===== src/rtl/uart_fifo_if.sv =====
// Byte FIFO handshake bundle: producer/consumer side (master) and FIFO side (slave).
// Status flag signals exist only when UART_FIFO_STATUS_EN is defined.
interface uart_fifo_if #(
  parameter int B = 8,
  parameter int W = 4
);
  logic         wr;
  logic [B-1:0] w_data;
  logic         rd;
  logic [B-1:0] r_data;
  logic         empty;
  logic         full;
  logic         almost_full;
  logic [W:0]   level;
`ifdef UART_FIFO_STATUS_EN
  logic         overflow;
  logic         underflow;
  logic         clr_err;
`endif

  modport master (
    output wr, w_data, rd,
    input  r_data, empty, full, almost_full, level
`ifdef UART_FIFO_STATUS_EN
    , output clr_err
    , input  overflow, underflow
`endif
  );

  modport slave (
    input  wr, w_data, rd,
    output r_data, empty, full, almost_full, level
`ifdef UART_FIFO_STATUS_EN
    , input  clr_err
    , output overflow, underflow
`endif
  );
endinterface


===== src/rtl/uart_fifo.sv =====
// First-word-fall-through byte FIFO between UART and command interface.
// Define UART_FIFO_STATUS_EN to add sticky overflow/underflow flags with clr_err.
module uart_fifo #(
  parameter int B         = 8,
  parameter int W         = 4,
  parameter int AF_MARGIN = 2
) (
  input  logic       clk,
  input  logic       reset,
  uart_fifo_if.slave bus
);
  localparam int         DEPTH    = 2 ** W;
  localparam logic [W:0] FULL_CNT = (W + 1)'(DEPTH);
  localparam logic [W:0] AF_CNT   = (W + 1)'(DEPTH - AF_MARGIN);

  logic [B-1:0] mem [DEPTH];
  logic [W-1:0] wp;
  logic [W-1:0] rp;
  logic [W:0]   cnt;
  logic         wr_ok;
  logic         rd_ok;

  // Flags come from the count alone, so wrap-around never aliases full/empty.
  assign bus.empty       = (cnt == '0);
  assign bus.full        = (cnt == FULL_CNT);
  assign bus.almost_full = (cnt >= AF_CNT);
  assign bus.level       = cnt;
  assign bus.r_data      = mem[rp];

  // A full FIFO still takes a write when a pop frees the head slot this cycle.
  assign wr_ok = bus.wr & (~bus.full | bus.rd);
  assign rd_ok = bus.rd & ~bus.empty;

  // NOTE: storage carries no reset; only pointers and count define validity,
  // which keeps the array as plain flops without a reset tree.
  always_ff @(posedge clk) begin
    if (wr_ok) mem[wp] <= bus.w_data;
  end

  // NOTE: sequential state uses non-blocking assignments so every register
  // samples pre-edge values regardless of statement order.
  always_ff @(posedge clk or posedge reset) begin
    if (reset) begin
      wp  <= '0;
      rp  <= '0;
      cnt <= '0;
    end else begin
      if (wr_ok) wp <= wp + 1'b1;
      if (rd_ok) rp <= rp + 1'b1;
      case ({wr_ok, rd_ok})
        2'b10:   cnt <= cnt + 1'b1;
        2'b01:   cnt <= cnt - 1'b1;
        default: cnt <= cnt;
      endcase
    end
  end

`ifdef UART_FIFO_STATUS_EN
  logic ovf_evt;
  logic udf_evt;
  logic overflow_q;
  logic underflow_q;

  assign ovf_evt = bus.wr & bus.full & ~bus.rd;
  assign udf_evt = bus.rd & bus.empty;

  // A new error in the clear cycle wins, so it is never lost.
  always_ff @(posedge clk or posedge reset) begin
    if (reset) begin
      overflow_q  <= 1'b0;
      underflow_q <= 1'b0;
    end else begin
      overflow_q  <= ovf_evt | (overflow_q  & ~bus.clr_err);
      underflow_q <= udf_evt | (underflow_q & ~bus.clr_err);
    end
  end

  assign bus.overflow  = overflow_q;
  assign bus.underflow = underflow_q;
`else
`endif
endmodule

===== src/flat_wrapper.sv =====
// flat-port wrapper written by rule: the top's interface ports become plain ports
module uart_fifo_flat 
#(
  parameter int B         = 8,
  parameter int W         = 4,
  parameter int AF_MARGIN = 2
)
  (clk, reset, bus_wr, bus_w_data, bus_rd, bus_r_data, bus_empty, bus_full, bus_almost_full, bus_level);
  uart_fifo_if #(.B(B), .W(W)) bus_i ();
  input  logic clk;
  input  logic reset;
  input wire logic [$bits(bus_i.wr)-1:0] bus_wr;
  input wire logic [$bits(bus_i.w_data)-1:0] bus_w_data;
  input wire logic [$bits(bus_i.rd)-1:0] bus_rd;
  output wire logic [$bits(bus_i.r_data)-1:0] bus_r_data;
  output wire logic [$bits(bus_i.empty)-1:0] bus_empty;
  output wire logic [$bits(bus_i.full)-1:0] bus_full;
  output wire logic [$bits(bus_i.almost_full)-1:0] bus_almost_full;
  output wire logic [$bits(bus_i.level)-1:0] bus_level;
  assign bus_i.wr = bus_wr;
  assign bus_i.w_data = bus_w_data;
  assign bus_i.rd = bus_rd;
  assign bus_r_data = bus_i.r_data;
  assign bus_empty = bus_i.empty;
  assign bus_full = bus_i.full;
  assign bus_almost_full = bus_i.almost_full;
  assign bus_level = bus_i.level;
  uart_fifo #(.B(B), .W(W), .AF_MARGIN(AF_MARGIN)) u_core (.clk(clk), .reset(reset), .bus(bus_i));
endmodule

===== config.mk =====
export PLATFORM = sky130hd
export DESIGN_NAME = uart_fifo_flat
export DESIGN_NICKNAME = d
export VERILOG_FILES = /design/src/rtl/uart_fifo_if.sv /design/src/rtl/uart_fifo.sv /design/src/flat_wrapper.sv
export SDC_FILE = /design/constraint.sdc
export NUM_CORES = 1
export LEC_CHECK = 0
export ABC_AREA = 1
export ABC_CLOCK_PERIOD_IN_PS = 3050
export CORE_ASPECT_RATIO = 0.9
export CORE_MARGIN = 2
export CORE_UTILIZATION = 45
export DETAILED_ROUTE_END_ITERATION = 6
export PLACE_DENSITY = 0.63
export SLEW_MARGIN = 0
export SYNTH_ARGS = -nofsm -noshare
export SYNTH_HDL_FRONTEND = slang
export SYNTH_SLANG_ARGS = --single-unit

===== constraint.sdc =====
create_clock -name clk -period 3.05 [get_ports clk]
set_input_delay 0.61 -clock clk [delete_from_list [all_inputs] [get_ports clk]]
set_output_delay 0.61 -clock clk [all_outputs]
set_load 0.005 [all_outputs]

==> flow_metrics.tcl <==
set metrics [dict create \
    tns_ns 0 \
    startpoint_type "flop" \
    die-area_mm2 0.0152 \
    die_h_um 117 \
    synth_area_leaders "edfxtp_1 (60%), nand2_1 (14%), dfrtp_1 (5.1%)" \
    io_pins 28 \
    drive_gt1_share_pct 13.6 \
    synth_warnings 0 \
    grt_overflow_total 0 \
    initialDrtViolationCount 379 \
    hpwl_um 9110 \
    crit_end "bus_r_data[0]" \
    synthTopCellsByCount "nand2_1 (236), edfxtp_1 (128), inv_1 (51), nand3_1 (50), nor2_1 (48)" \
    min_period_ns 2.89 \
    drc 0 \
    drt_wl_total_um 14500 \
    grt_max_degree 51 \
    cts_sinks 141 \
    multi_input_comb_area_mm2 0.00178 \
    crit_path_end_kind "output pin" \
    hold_viol_final 0 \
    grt_antenna_before_repair 0 \
    fin_worst_skew_ns 0.00381 \
    avgSynthCellArea_um2 10.1 \
    rows 41 \
    die_w_um 130 \
    tightestPinTransition_ns 0.793 \
    port_buffers 27 \
    p_total_mw 7.18 \
    crit_path_start "u_core.rp[0]$_DFFE_PP0P_" \
    peakVddDrop_v 0.000583 \
    cts_tree "done" \
    min_path_type "primary input to asynchronous set/reset pin" \
    fin_crit_sh_pct 94.6 \
    dr.pass1.iters 5 \
    crit_type "flop to output pin" \
    yosysUniqueCellTypes 29 \
    cts.path.max_buffers 2 \
    setup_violations 0 \
    clock.fmax_mhz 346 \
    synth_edf_count 128 \
    leakage_nw 3.17 \
    cts-root-buf "clkbuf_16" \
    synth_top_area_cell "edfxtp_1" \
    regArea_mm2 0.00417 \
    crit_fanout 50 \
    yosysTopAreaCellShare_pct 60.1 \
    cts_buffers 17 \
    reg2regPathDepth 12 \
    critPathArrivalTime_ns 2.28 \
    postCtsSetupRepairBufs 0 \
    ant_nets 0 \
    yosys_most_used_dff "edfxtp_1" \
    final_max_slew_viol_count 0 \
    synthArstFlopShare_pct 9.22 \
    syn-num-nets 653 \
    max_cap_viol_count 0 \
    rsz0062_at_grt "false" \
    r2r-end "u_core.bus.level[4]$_DFFE_PP0P_" \
    clk-insertion-delay-late_ns 0.42 \
    synth_cells 631 \
    worstPathRequired_ns 2.44 \
    grt_pass1_vias 4226 \
    finalNetCount 699 \
    antennaDiodeCount 0 \
    wire_per_inst_um 16.5 \
    gp_congestion 0.836 \
    powerDensity_mw_per_mm2 948 \
    synth-seq-cells 141 \
    r2r_start "u_core.bus.level[0]$_DFFE_PP0P_" \
    htreeDepth 4 \
    core_mm2 0.0140 \
    fillCellCount 1226 \
    status "finished, final reports clean" \
    initial_core_util_pct 45.8 \
    grt_pass1_wl_um 22500 \
    slew_headroom_pct 47.0 \
    syn-cell-area_mm2 0.00640 \
    cts.reportedPaths.clkPinSlew_ns 0.06 \
    avgViaCountPerCell 4.96 \
    vias 4377 \
    seq_area_frac_synth_pct 65.2 \
    reg2reg_slack_ns 0.80 \
    area_delta_synth_final_pct 18.4 \
    synth_most_common_cell "nand2_1" \
    grtUsageTotal_pct 20.4 \
]
-- state kept, by name, indices dropped and copies added, names as in the netlist --
name,flops
u_core.mem,128
u_core.bus.level,5
u_core.wp,4
u_core.rp,4
-- power by group --
group,internal (mW),switching (mW),total (mW),leakage (nW)
logic,0.908,1.56,2.47,1.56
registers,2.32,0.171,2.50,1.31
clock network,1.44,0.771,2.21,0.302
total,4.67,2.50,7.18,3.17
-- worst min path at each step --
stage,to,slack (ns),cells past startpoint,startpoint
floorplan,u_core.bus.level[0]$_DFFE_PP0P_,0.49,1,reset
global placement,u_core.wp[3]$_DFFE_PP0P_,0.54,2,u_core.wp[3]$_DFFE_PP0P_
global route,u_core.wp[3]$_DFFE_PP0P_,0.59,2,reset
CTS,u_core.bus.level[3]$_DFFE_PP0P_,0.55,2,reset
detailed placement,u_core.wp[3]$_DFFE_PP0P_,0.55,2,u_core.wp[3]$_DFFE_PP0P_
finish,u_core.rp[1]$_DFFE_PP0P_,0.53,2,reset
-- placed cells by master, fill, tap and decap left out, types with 4 or more instances in the layout --
master and n:
nand3_1 50, o21ai_1 5, clkbuf_16 17, inv_1 51
inv_2 22, nor2_2 4, bufinv_16 5, nor2_1 48
clkdlybuf4s50_1 27, nand3_2 10, ha_1 9, edfxtp_1 128
dfrtp_1 12, nor3_1 16, buf_4 22, nand2_1 236
-- critical path, cell delays in order, from the launching register on --
cell and delay [ns]:
dfrtp_2 0.39, buf_6 0.33, nand2_1 0.14, nand3_2 0.10, nand2_1 0.06, nor2_1 0.16, nand2_1 0.09, nand2_1 0.07
clkdlybuf4s50_1 0.49
-- metrics by stage --
stage | hold slack (ns) | setup WS, ns | util (%) | instances | area, um^2
after global routing | 0.591 | 0.0403 | 54.3 | 883 | 7570
after CTS | 0.549 | 0.0471 | 54.2 | 883 | 7560
after detailed placement | 0.550 | 0.474 | 49.7 | 851 | 6940
after global placement | 0.542 | 0.516 | 49.7 | 851 | 6940
after floorplan | 0.487 | 0.939 | - | 631 | 6400
final | 0.525 | 0.164 | 54.3 | 883 | 7570
-- metal layers --
metal | share of wire (%) | global-route usage (%) | routed length, um
met5 | 0 | 0 | 0
met4 | 1.4 | 6.74 | 209
met3 | 5.5 | 5.09 | 799
met2 | 45 | 31.6 | 6610
met1 | 48 | 28.5 | 6920
-- cell families (layout without fill, tap and decap cells) --
logic type	after synthesis	in the layout	synth area share [%]
buffers and inverters	99	158	6.94
and+or+nand+nor	369	369	24.6
adders and majority gates	10	10	2.07
xor gates and xnor gates	4	4	0.548
AOI/OAI and AO/OA	8	8	0.684
DFF	141	141	65.2
-- layout make-up --
class | instances | area share (%)
Clock inverter | 13 | 2.59
Inverter | 75 | 3.82
Timing Repair Buffer | 51 | 6.05
Clock buffer | 19 | 5.72
Multi-Input combinational cell | 391 | 23.6
Tap cell | 193 | 3.19
Sequential cell | 141 | 55.1
-- what timing repair did --
action / CTS / global route
setup endpoints to repair: 0 / 6
hold buffers: 0 / 0
resized for setup: 0 / 2
Note: power is estimated with default switching activity, not from simulation.
==> RTL edit, RTL diff (same flow settings) <==
`B` is set to 8 in 3 places; all go to 4.
--- a/src/rtl/uart_fifo_if.sv
+++ b/src/rtl/uart_fifo_if.sv
@@ -1,7 +1,7 @@
 // Byte FIFO handshake bundle: producer/consumer side (master) and FIFO side (slave).
 // Status flag signals exist only when UART_FIFO_STATUS_EN is defined.
 interface uart_fifo_if #(
-  parameter int B = 8,
+  parameter int B = 4,
   parameter int W = 4
 );
   logic         wr;
--- a/src/rtl/uart_fifo.sv
+++ b/src/rtl/uart_fifo.sv
@@ -1,7 +1,7 @@
 // First-word-fall-through byte FIFO between UART and command interface.
 // Define UART_FIFO_STATUS_EN to add sticky overflow/underflow flags with clr_err.
 module uart_fifo #(
-  parameter int B         = 8,
+  parameter int B         = 4,
   parameter int W         = 4,
   parameter int AF_MARGIN = 2
 ) (
--- a/src/flat_wrapper.sv
+++ b/src/flat_wrapper.sv
@@ -1,7 +1,7 @@
 // flat-port wrapper written by rule: the top's interface ports become plain ports
 module uart_fifo_flat 
 #(
-  parameter int B         = 8,
+  parameter int B         = 4,
   parameter int W         = 4,
   parameter int AF_MARGIN = 2
 )
Interface: changed (resized bus_r_data and bus_w_data); port bits go from 28 to 20. No check against the original RTL was run, so the function may have changed too.
==> RTL edit against the original RTL <==
Synthesized cell count down 39%. Design area down 44%. Worst hold slack better by 0.042 ns. Worst setup slack better by 0.16 ns. Sequential cell count down 64. Routed wire length down 49%. Total power down 48%. Synthesized area down 42%. Critical endpoint is now bus_r_data[3]. Largest cell class unchanged.
==> RTL edit: results (changes against the original RTL) <==
Status
  • Outcome: complete, no violations (unchanged)

Global route
  • Met2 Usage GRT: 28.1% (was 31.6%)
  • First-pass GRT wire length: 12.1 mm (was 22.5 mm)
  • Largest net degree at the start of global routing: 42 (was 51)
  • Number of global-route vias before repair: 2402 (was 4226)
  • M1 GR Usage: 25.3% (was 28.5%)
  • Tot GR Track Use: 17.7% (was 20.4%)

Synth
  • Asr flop ratio synth: 16.9% (was 9.22%)
  • Post-Synth Adder-Cell Area: 3.57% (was 2.07%)
  • Compound-Gate Fraction of Synth Area: 1.18% (was 0.685%)
  • Post-synthesis sequential area ratio: 60.5% (was 65.2%)
  • Post-synth top cells: nand2_1 (128), edfxtp_1 (64), inv_1 (46) (was nand2_1 (236), edfxtp_1 (128), inv_1 (51))
  • Synth top area cells: edfxtp_1 (52%), nand2_1 (13%), dfrtp_1 (8.8%) (was edfxtp_1 (60%), nand2_1 (14%), dfrtp_1 (5.1%))
  • Post-synth EDFFs: 64 (was 128)

Routing
  • DRT iter0 DRCs: 120 (was 379)
  • Post-DR wirelength/cell: 14.4 µm (was 16.5 µm)

Clock network
  • Worst-Skew Late Latency: 0.34 ns (was 0.42 ns)
  • Root Buffer: clkbuf_8 (was clkbuf_16)
  • CTS H-tree depth: 3 (was 4)

Setup path
  • Critical Path Fanout Max: 9 (was 50)

Cells and area
  • # nets final: 426 (was 699)
  • Max reg flops: 64 (was 128)

Place
  • GP Congestion: 0.869 (was 0.836)

Worst hold path
  • Hold crit path type: reg2reg (was in2async)

Power and ir drop
  • Static Leak: 1.80 nW (was 3.17 nW)
  • Switching share of power: 37.6% (was 34.9%)

Timing
  • Clock skew: 0.0126 ns (was 0.00381 ns)
[RTL edit: final timing paths]
kind | startpoint | endpoint | slack [ns]
max | u_core.rp[2]$_DFFE_PP0P_ | bus_r_data[3] | 0.32
min | u_core.wp[3]$_DFFE_PP0P_ | u_core.wp[3]$_DFFE_PP0P_ | 0.57
max reg2reg | u_core.bus.level[0]$_DFFE_PP0P_ | u_core.bus.level[4]$_DFFE_PP0P_ | 0.83
min reg2reg | u_core.wp[3]$_DFFE_PP0P_ | u_core.wp[3]$_DFFE_PP0P_ | 0.57
max in group asynchronous | reset | u_core.wp[0]$_DFFE_PP0P_ | 2.08
min in group asynchronous | reset | u_core.bus.level[1]$_DFFE_PP0P_ | 0.60
[RTL edit: layout make-up]
type / instances / area share, %
timing repair buffer: 26 / 6.06
clock inverter: 7 / 2.32
sequential: 77 / 53.3
inverter: 51 / 4.66
tap: 99 / 2.94
multi-input combinational: 243 / 27.7
clock buffer: 9 / 2.94
[RTL edit: routing by layer]
layer / part of all wire, % / up-vias
li1: - / 1286
met1: 47 / 1211
met2: 49 / 42
met3: 3.5 / 2
met4: 0.35 / 0
met5: 0 / -
[RTL edit: cells by family (layout without fill, tap and decap cells)]
| group | after synthesis | after routing |
|---|---|---|
| xor gates and xnor gates | 4 | 4 |
| buffers and inverters | 62 | 93 |
| adders and majority gates | 10 | 10 |
| DFF | 77 | 77 |
| AOI/OAI and AO/OA | 8 | 8 |
| and+or+nand+nor | 221 | 221 |
[RTL edit: power groups by stage]
stage / sequential (mW) / clock, mW / combinational (mW)
floorplan: 1.41 / 0 / 1.03
global placement: 1.45 / 0 / 1.45
detailed placement: 1.45 / 0 / 1.47
CTS: 1.43 / 0.862 / 1.48
global route: 1.45 / 0.901 / 1.66
finish: 1.43 / 0.843 / 1.46
[RTL edit: tightest hold or removal path: stages (launching register included)]
cell and delay [ns]:
dfrtp_1 0.42, nand2_1 0.07, nand2_1 0.05
[RTL edit: per-stage QoR]
step                      hold slack, ns  std cells  worst slack [ns]  util, %
after global placement             0.554        496             0.380     49.7
after detailed placement           0.548        496             0.333     49.7
after CTS                          0.571        512             0.266     52.5
after global routing               0.604        512             0.121     52.5
final                              0.567        512             0.320     52.5
after floorplan                    0.487        382             0.960        -
